File: src/rtl/norm_shift64_if.sv
// norm_shift64_if: valid/ready stream bundle around the left-shift normalizer.
//   in_valid/in_ready   : upstream handshake from the leading-zero-counter stage
//   in_data/in_lz/in_exp: unnormalized magnitude, its leading-zero count, biased exponent
//   out_valid/out_ready : downstream handshake to the rounding/packing stage
//   out_data/out_exp    : normalized magnitude and adjusted exponent
//   out_zero/out_uflow  : all-zero input / exponent could not absorb the full shift
//   master: producer + consumer side (drives in_*, out_ready); slave: the normalizer
interface norm_shift64_if #(
    parameter int EXP_W = 11
);
    logic             in_valid;
    logic             in_ready;
    logic [63:0]      in_data;
    logic [7:0]       in_lz;
    logic [EXP_W-1:0] in_exp;
    logic             out_valid;
    logic             out_ready;
    logic [63:0]      out_data;
    logic [EXP_W-1:0] out_exp;
    logic             out_zero;
    logic             out_uflow;

    modport master (
        output in_valid, in_data, in_lz, in_exp, out_ready,
        input  in_ready, out_valid, out_data, out_exp, out_zero, out_uflow
    );

    modport slave (
        input  in_valid, in_data, in_lz, in_exp, out_ready,
        output in_ready, out_valid, out_data, out_exp, out_zero, out_uflow
    );
endinterface

File: src/rtl/norm_shift64.sv
// norm_shift64: two-stage pipelined left-shift normalizer with valid/ready on both sides.
//   clk   : sole clock, rising edge
//   rst_n : synchronous active-low reset, clears both stages
//   bus   : norm_shift64_if.slave carrying the input beat, the output beat and both handshakes
module norm_shift64 #(
    parameter int EXP_W = 11
) (
    input  logic          clk,
    input  logic          rst_n,
    norm_shift64_if.slave bus
);
    logic [5:0]       lz;
    logic             nz;
    logic             uf;
    logic [5:0]       sh;
    logic             s1_en;
    logic             s2_en;
    logic             unused_lz;
    logic             s1_valid_q;
    logic [63:0]      s1_data_q;
    logic [63:0]      s1_data_d;
    logic [3:0]       s1_fine_q;
    logic [3:0]       s1_fine_d;
    logic [EXP_W-1:0] s1_exp_q;
    logic [EXP_W-1:0] s1_exp_d;
    logic             s1_zero_q;
    logic             s1_uflow_q;
    logic             s2_valid_q;
    logic [63:0]      s2_data_q;
    logic [63:0]      s2_data_d;
    logic [EXP_W-1:0] s2_exp_q;
    logic             s2_zero_q;
    logic             s2_uflow_q;

    always_comb begin
        lz        = bus.in_lz[5:0];
        unused_lz = ^bus.in_lz[7:6];
        nz        = |bus.in_data;
        uf        = nz && (bus.in_exp < EXP_W'(lz));
        // on underflow in_exp < 64, so its low six bits are the whole exponent
        sh        = !nz ? 6'd0 : uf ? bus.in_exp[5:0] : lz;
        s1_data_d = bus.in_data << {sh[5:4], 4'b0000};
        s1_fine_d = sh[3:0];
        s1_exp_d  = nz ? bus.in_exp - EXP_W'(sh) : '0;
        s2_data_d = s1_data_q << s1_fine_q;
        s2_en     = !s2_valid_q || bus.out_ready;
        s1_en     = !s1_valid_q || s2_en;
    end

    always_ff @(posedge clk) begin
        if (!rst_n) begin
            s1_valid_q <= 1'b0;
            s1_data_q  <= '0;
            s1_fine_q  <= '0;
            s1_exp_q   <= '0;
            s1_zero_q  <= 1'b0;
            s1_uflow_q <= 1'b0;
            s2_valid_q <= 1'b0;
            s2_data_q  <= '0;
            s2_exp_q   <= '0;
            s2_zero_q  <= 1'b0;
            s2_uflow_q <= 1'b0;
        end else begin
            if (s2_en) begin
                s2_valid_q <= s1_valid_q;
                s2_data_q  <= s2_data_d;
                s2_exp_q   <= s1_exp_q;
                s2_zero_q  <= s1_zero_q;
                s2_uflow_q <= s1_uflow_q;
            end
            if (s1_en) begin
                s1_valid_q <= bus.in_valid;
                s1_data_q  <= s1_data_d;
                s1_fine_q  <= s1_fine_d;
                s1_exp_q   <= s1_exp_d;
                s1_zero_q  <= !nz;
                s1_uflow_q <= uf;
            end
        end
    end

    assign bus.in_ready  = s1_en;
    assign bus.out_valid = s2_valid_q;
    assign bus.out_data  = s2_data_q;
    assign bus.out_exp   = s2_exp_q;
    assign bus.out_zero  = s2_zero_q;
    assign bus.out_uflow = s2_uflow_q;
endmodule

File: src/flat_wrapper.sv
// flat-port wrapper written by rule: the top's interface ports become plain ports
module norm_shift64_flat 
#(
    parameter int EXP_W = 11
)
  (clk, rst_n, bus_in_valid, bus_in_data, bus_in_lz, bus_in_exp, bus_out_ready, bus_in_ready, bus_out_valid, bus_out_data, bus_out_exp, bus_out_zero, bus_out_uflow);
  norm_shift64_if #(.EXP_W(EXP_W)) bus_i ();
  input  logic clk;
  input  logic rst_n;
  input wire logic [$bits(bus_i.in_valid)-1:0] bus_in_valid;
  input wire logic [$bits(bus_i.in_data)-1:0] bus_in_data;
  input wire logic [$bits(bus_i.in_lz)-1:0] bus_in_lz;
  input wire logic [$bits(bus_i.in_exp)-1:0] bus_in_exp;
  input wire logic [$bits(bus_i.out_ready)-1:0] bus_out_ready;
  output wire logic [$bits(bus_i.in_ready)-1:0] bus_in_ready;
  output wire logic [$bits(bus_i.out_valid)-1:0] bus_out_valid;
  output wire logic [$bits(bus_i.out_data)-1:0] bus_out_data;
  output wire logic [$bits(bus_i.out_exp)-1:0] bus_out_exp;
  output wire logic [$bits(bus_i.out_zero)-1:0] bus_out_zero;
  output wire logic [$bits(bus_i.out_uflow)-1:0] bus_out_uflow;
  assign bus_i.in_valid = bus_in_valid;
  assign bus_i.in_data = bus_in_data;
  assign bus_i.in_lz = bus_in_lz;
  assign bus_i.in_exp = bus_in_exp;
  assign bus_i.out_ready = bus_out_ready;
  assign bus_in_ready = bus_i.in_ready;
  assign bus_out_valid = bus_i.out_valid;
  assign bus_out_data = bus_i.out_data;
  assign bus_out_exp = bus_i.out_exp;
  assign bus_out_zero = bus_i.out_zero;
  assign bus_out_uflow = bus_i.out_uflow;
  norm_shift64 #(.EXP_W(EXP_W)) u_core (.clk(clk), .rst_n(rst_n), .bus(bus_i));
endmodule
File: config.mk
export PLATFORM = sky130hd
export DESIGN_NAME = norm_shift64_flat
export DESIGN_NICKNAME = d
export VERILOG_FILES = /design/src/rtl/norm_shift64_if.sv /design/src/rtl/norm_shift64.sv /design/src/flat_wrapper.sv
export SDC_FILE = /design/constraint.sdc
export NUM_CORES = 1
export LEC_CHECK = 0
export ABC_AREA = 1
export CORE_MARGIN = 2
export CORE_UTILIZATION = 55
export CTS_CLUSTER_SIZE = 8
export DETAILED_ROUTE_END_ITERATION = 10
export PLACE_DENSITY = 0.82
export SLEW_MARGIN = 20
export SYNTH_ARGS = -nofsm -noshare
export SYNTH_HDL_FRONTEND = slang
export SYNTH_SLANG_ARGS = --single-unit
export TNS_END_PERCENT = 50
File: constraint.sdc
create_clock -name clk -period 3.3 [get_ports clk]
set_clock_uncertainty 0.05 [all_clocks]
set_input_delay 0.495 -clock clk [delete_from_list [all_inputs] [get_ports clk]]
set_output_delay 0.495 -clock clk [all_outputs]
set_load 0.03 [all_outputs]
==> results of run 1 <==
==> kinds of logic after synthesis <==
| group | after synthesis | synth area share (%) |
|---|---|---|
| compound gates | 239 | 12.3 |
| xor+xnor | 1 | 0.0861 |
| fa+ha+maj | 13 | 1.67 |
| buf+inv | 240 | 10.0 |
| flops | 160 | 31.5 |
| mux | 6 | 0.591 |
| simple gates | 1080 | 43.9 |
==> timing repair <==
action / in CTS / in global routing
endpoints found under the setup margin: 0 / 6
resized for setup: 0 / 4
hold buffers: 0 / 0
buffers inserted: 0 / 0
==> flip-flops by register name (all words and copies together), names as in the netlist <==
| signal | count |
|---|---|
| u_core.bus.out_zero | 1 |
| u_core.bus.out_valid | 1 |
| u_core.bus.out_data | 64 |
| u_core.s1_uflow_q | 1 |
| u_core.bus.out_exp | 11 |
| u_core.s1_fine_q | 4 |
| u_core.s1_zero_q | 1 |
| u_core.bus.out_uflow | 1 |
| u_core.s1_data_q | 64 |
| u_core.s1_valid_q | 1 |
| u_core.s1_exp_q | 11 |
==> synthesized netlist by cell type, types with 2 or more instances <==
cell type    n
nand2_1    677
nand3_1    225
dfxtp_1    160
nor2_1     147
inv_1      122
o21ai_0    115
a21oi_1     86
clkbuf_1    65
buf_2       27
o21ai_1     16
ha_1        12
nand2_2      9
buf_1        7
buf_6        7
a31oi_1      6
mux2i_1      6
buf_4        5
inv_2        5
a22oi_1      4
nor2_2       4
or2_2        4
nand2_4      3
nor2_4       3
o211ai_1     3
o21a_1       3
nand4_1      2
o21bai_1     2
==> routing by layer <==
metal | routed length [um] | vias to the layer above | GRT usage (%)
li1 | - | 5903 | -
met1 | 14600 | 5299 | 47.5
met2 | 14400 | 567 | 51.1
met3 | 2990 | 52 | 5.13
met4 | 733 | 0 | 9.16
met5 | 0 | - | 0
==> critical path, stage by stage <==
cell	delay, ps
clkdlybuf4s50_1	460
inv_1	50
ha_1	300
inv_1	50
nor2_1	80
nand2_1	70
nor2_2	90
nand2_2	70
nand2_4	80
buf_4	120
nand2_1	50
o21ai_0	80
nand2_1	100
buf_4	140
ha_1	260
inv_1	60
o31ai_1	310
nand4_1	190
a21o_1	190
nand3_1	60
a21oi_1	60
==> area by class of cell <==
type / instances / area, um^2
clock buffers: 20 / 447
clock inverters: 12 / 146
fillers: 1617 / 5000
inverters: 127 / 477
multi-input cells: 1339 / 5980
flip-flops and latches: 160 / 3200
well taps: 229 / 287
repair buffers: 272 / 2480
==> worst max path at each step <==
stage	slack [ps]	startpoint	end	depth (start not counted)
floorplan	320	bus_in_lz[5]	u_core.s1_exp_q[6]	19
finish	170	bus_in_lz[5]	u_core.s1_exp_q[7]	21
CTS	160	bus_in_lz[5]	u_core.s1_exp_q[6]	21
global route	-60	bus_in_lz[5]	u_core.s1_exp_q[7]	21
detailed placement	-280	bus_in_lz[5]	u_core.s1_exp_q[6]	21
global placement	-230	bus_in_lz[5]	u_core.s1_exp_q[6]	21
==> where the power goes <==
group | internal (mW) | total (mW) | switching (mW)
clock | 1.15 | 2.03 | 0.876
combinational | 0.581 | 1.50 | 0.915
sequential | 2.07 | 2.17 | 0.0994
total | 3.81 | 5.70 | 1.89
==> stage by stage <==
stage	TNS, ps	setup WS [ps]	cell area (um^2)	hold WS [ps]	instances
6_report	0	172	13000	416	2159
2_1_floorplan	0	322	10200	391	1739
4_1_cts	0	163	13000	413	2158
3_3_place_gp	-997	-228	12400	402	2126
5_1_grt	-72.0	-56.8	13000	441	2159
3_5_place_dp	-1520	-277	12400	402	2126
==> metrics.cfg, run 1 <==
[placement]
port-buffer-count=163
place.detailed.hpwl_mm=24.2
gp_congestion=0.968

[timing]
maxSlewViolCount=0
layout_min_cycle_time_ps=3130
setup_viol=0
rsz0062_at_grt=yes
relSlewSlack_pct=38.4
max_freq_ghz=0.320
finalCritPeriodShare_pct=94.8
hold_viol_final=0
worstMarginPinSlew_ps=923

[grt]
grtUsageTotal_pct=32.9
grt_max_degree=88
grt_pass1_wl_mm=52.6
grt_pass1_vias=10398
grt.overflow.total=0
antenna_found_initial=0

[logic_synthesis]
ys.flop_type=dfxtp_1
ys_async_sr_fraction_pct=0
syn_inst=1739
synth_edf_count=0
synth_area_leaders=dfxtp_1 (31%), nand2_1 (25%), nand3_1 (11%)
syn_area_mm2=0.0102
syn_area_per_cell_um2=5.85
synth.distinct_cells=41
syn_nets=1839
ys_ff_latch=160
yosysTopAreaCell=dfxtp_1
seq_area_frac_synth_pct=31.5
synth_top_area_share_pct=31.5
ys_warn_count=0

[cts]
max-clock-path-buffers=2
worst_skew_pair.late_latency_ps=430
htree_levels=4
cts_tree=yes
cts_made_buffers=17
cts.reportedPaths.clkPinSlew_ps=70
cts-root-buf=clkbuf_16
clock_sinks=160

[finish]
layout_common_cells=nand2_1 (677), nand3_1 (224), clkdlybuf4s50_1 (162)
final_common_cell=nand2_1
syn2layout_area_growth_pct=28.0
num-nets-final=2017
final_core_util_pct=72.3
diodes=0
drive_above_1_share_pct=9.17

[power_and_ir_drop]
power_density_mw_per_mm2=437
peakVddDrop_uv=389
total_power_mw=5.70
leakagePower_nw=6.22

[setup_path]
crit_required_ps=3530
crit_type=in2reg
r2r-end=u_core.bus.out_data[19]
rr_startpoint=u_core.s1_fine_q[0]
worstRegToRegCells=9
r2r_slack_ps=910
cp_max_fo=6
arrival_ps=3360
cp-start-kind=input port
worst_setup_path_end_kind=register

[hold_path]
hp-class=reg2reg
hold_depth=2
min_from=u_core.s1_exp_q[6]
whs_endpoint=u_core.s1_exp_q[6]

[flow_run]
cap_violations=0

[drt]
drtIter0Drc=1330
vias_per_cell=5.48
firstDrtPassIters=7
drtAntennaViolNets=0
drc_errors=0
num_vias=11821
routed_wl_mm=32.7
wl_per_cell_um=15.2

[outcome]
status=finished, final reports clean

[floorplan]
ios=166
die_h_um=140
num_rows=49
die_area_mm2=0.0196
die_x_um=140
coreArea_mm2=0.0180
start_util_pct=56.4

No activity file was read; power rests on OpenSTA's default activity.
==> inputs of run 2 (changes only) <==
--- a/config.mk
+++ b/config.mk
@@ -11,6 +11,7 @@
 export CTS_CLUSTER_SIZE = 8
 export DETAILED_ROUTE_END_ITERATION = 10
 export PLACE_DENSITY = 0.82
+export RECOVER_POWER = 50
 export SLEW_MARGIN = 20
 export SYNTH_ARGS = -nofsm -noshare
 export SYNTH_HDL_FRONTEND = slang
==> run 2 against run 1 <==
Compared with the run above:
- worst hold slack lost 1.3 ps
- critical path type is now in2out
- die area is the same
- global-route usage is the same
- register-to-register slack lost 320 ps
- worst setup slack lost 45 ps
==> metrics.cfg, run 2 (synthesis results as in run 1) <==
[setup_path]
crit_path_top_delay_cell=clkdlybuf4s50_1
worstRegToRegCells=11
arrival_ps=2630
worst_setup_path_end_kind=output port
cp_max_fo=16
crit_type=in2out
crit_path_max_incr_delay_ps=600
crit_required_ps=2750
cp.buffers_inverters=4
path_cells=dlygate4sd3_1, nor2_4, inv_1, nor2_4, inv_1, clkdlybuf4s50_1
cp-start-kind=input port
cp_top_family=buffers and inverters
worst-path-stages=6

[floorplan]
ios=166
die_area_mm2=0.0196
die_x_um=140
die_h_um=140
start_util_pct=56.4
coreArea_mm2=0.0180
num_rows=49

[drt]
wl_per_cell_um=15.1
vias_per_cell=5.46
drtAntennaViolNets=0
routed_wl_mm=32.7
num_vias=11784
firstDrtPassIters=6
drc_errors=0
drtIter0Drc=1442

[finish]
final_common_cell=nand2_1
drive_above_1_share_pct=9.07
diodes=0
final_core_util_pct=72.2
layout_common_cells=nand2_1 (677), nand3_1 (224), dfxtp_1 (159)
syn2layout_area_growth_pct=28.0
n_fill_cell=1617
num-nets-final=2017

[cts]
max-clock-path-buffers=2
clock_sinks=160
worst_skew_pair.late_latency_ps=430
htree_levels=4
cts_hold_buffers=0
cts_tree=yes
cts.reportedPaths.clkPinSlew_ps=70
cts-root-buf=clkbuf_16
cts_made_buffers=17
post-cts-setup-buffer-count=0

[grt]
grt_pass1_vias=10398
antenna_found_initial=0
grtUsageTotal_pct=32.9
grt_pass1_wl_mm=52.6
grt.overflow.total=0
grt_max_degree=88

[timing]
hold_viol_final=0
setup_viol=0
rsz0062_at_grt=yes
relSlewSlack_pct=14.4
worstMarginPinSlew_ps=1280
maxSlewViolCount=0
finalCritPeriodShare_pct=96.2
max_freq_ghz=0.315
layout_min_cycle_time_ps=3170

[hold_path]
hold_depth=2
hp-class=reg2reg

[outcome]
status=finished, final reports clean

[power_and_ir_drop]
peakVddDrop_uv=388
power_density_mw_per_mm2=434
total_power_mw=5.65
leakagePower_nw=6.44

[flow_run]
cap_violations=0

[placement]
gp_congestion=0.968
port-buffer-count=163
place.detailed.hpwl_mm=24.2

run 2: cell count changes in the layout (fill, tap and decap cells not counted):
cell,delta
dlygate4sd3_1,+79
inv_2,-2
inv_1,+2
clkdlybuf4s50_1,-79
clkbuf_2,+1
buf_4,-1
run 2: worst register-to-register path, cell delays in order, from the launching register on:
cell	delay, ps
dfxtp_1	320
inv_1	60
nor2_4	300
clkbuf_2	1030
nor2_4	30
buf_12	230
inv_1	130
a21oi_1	40
o21ai_0	150
nand3_1	110
nand2_1	90
inv_1	60
run 2: power by group:
part / switching (mW) / internal, mW
Clock: 0.864 / 1.15
Sequential: 0.0959 / 2.07
Combinational: 0.916 / 0.554
run 2: repair_timing:
item,CTS,global route
resized for setup,0,4
endpoints found under the setup margin,0,6
endpoints found under the hold margin,0,0
run 2: path summary, 6_finish.rpt:
kind	from	endpoint	slack (ps)
worst max-delay path	bus_out_ready	bus_in_ready	130
worst min-delay path	u_core.s1_exp_q[8]	u_core.s1_exp_q[8]	420
worst max register to register	u_core.bus.out_valid	u_core.bus.out_data[61]	590
worst min register to register	u_core.s1_exp_q[8]	u_core.s1_exp_q[8]	420
run 2: routing by layer:
metal  global-route usage [%]  part of all wire, %  routed length, um  vias up
li1                         -                    -                  -     5899
met1                     47.5                   44              14400     5282
met2                     51.1                   44              14500      553
met3                     5.13                  9.4               3070       50
met4                     9.16                  2.2                722        0
met5                        0                    0                  0        -
run 2: metrics by stage:
| step | cells | worst slack [ps] | setup TNS (ps) | instance area (um^2) | hold WS, ps |
|---|---|---|---|---|---|
| global placement | 2126 | -228 | -997 | 12400 | 402 |
| global route | 2159 | -56.8 | -72.0 | 13000 | 438 |
| floorplan | 1739 | 322 | 0 | 10200 | 391 |
| finish | 2159 | 126 | 0 | 13000 | 415 |
| detailed placement | 2126 | -277 | -1520 | 12400 | 402 |
| CTS | 2158 | 163 | 0 | 13000 | 413 |
run 2: final cells by class:
type / instances / area [um^2] / area share, %
well taps: 229 / 287 / 2.20
repair buffers: 272 / 2480 / 19.0
flip-flops and latches: 160 / 3200 / 24.6
multi-input cells: 1339 / 5980 / 45.9
clock buffers: 20 / 447 / 3.43
inverters: 127 / 477 / 3.66
clock inverters: 12 / 146 / 1.12
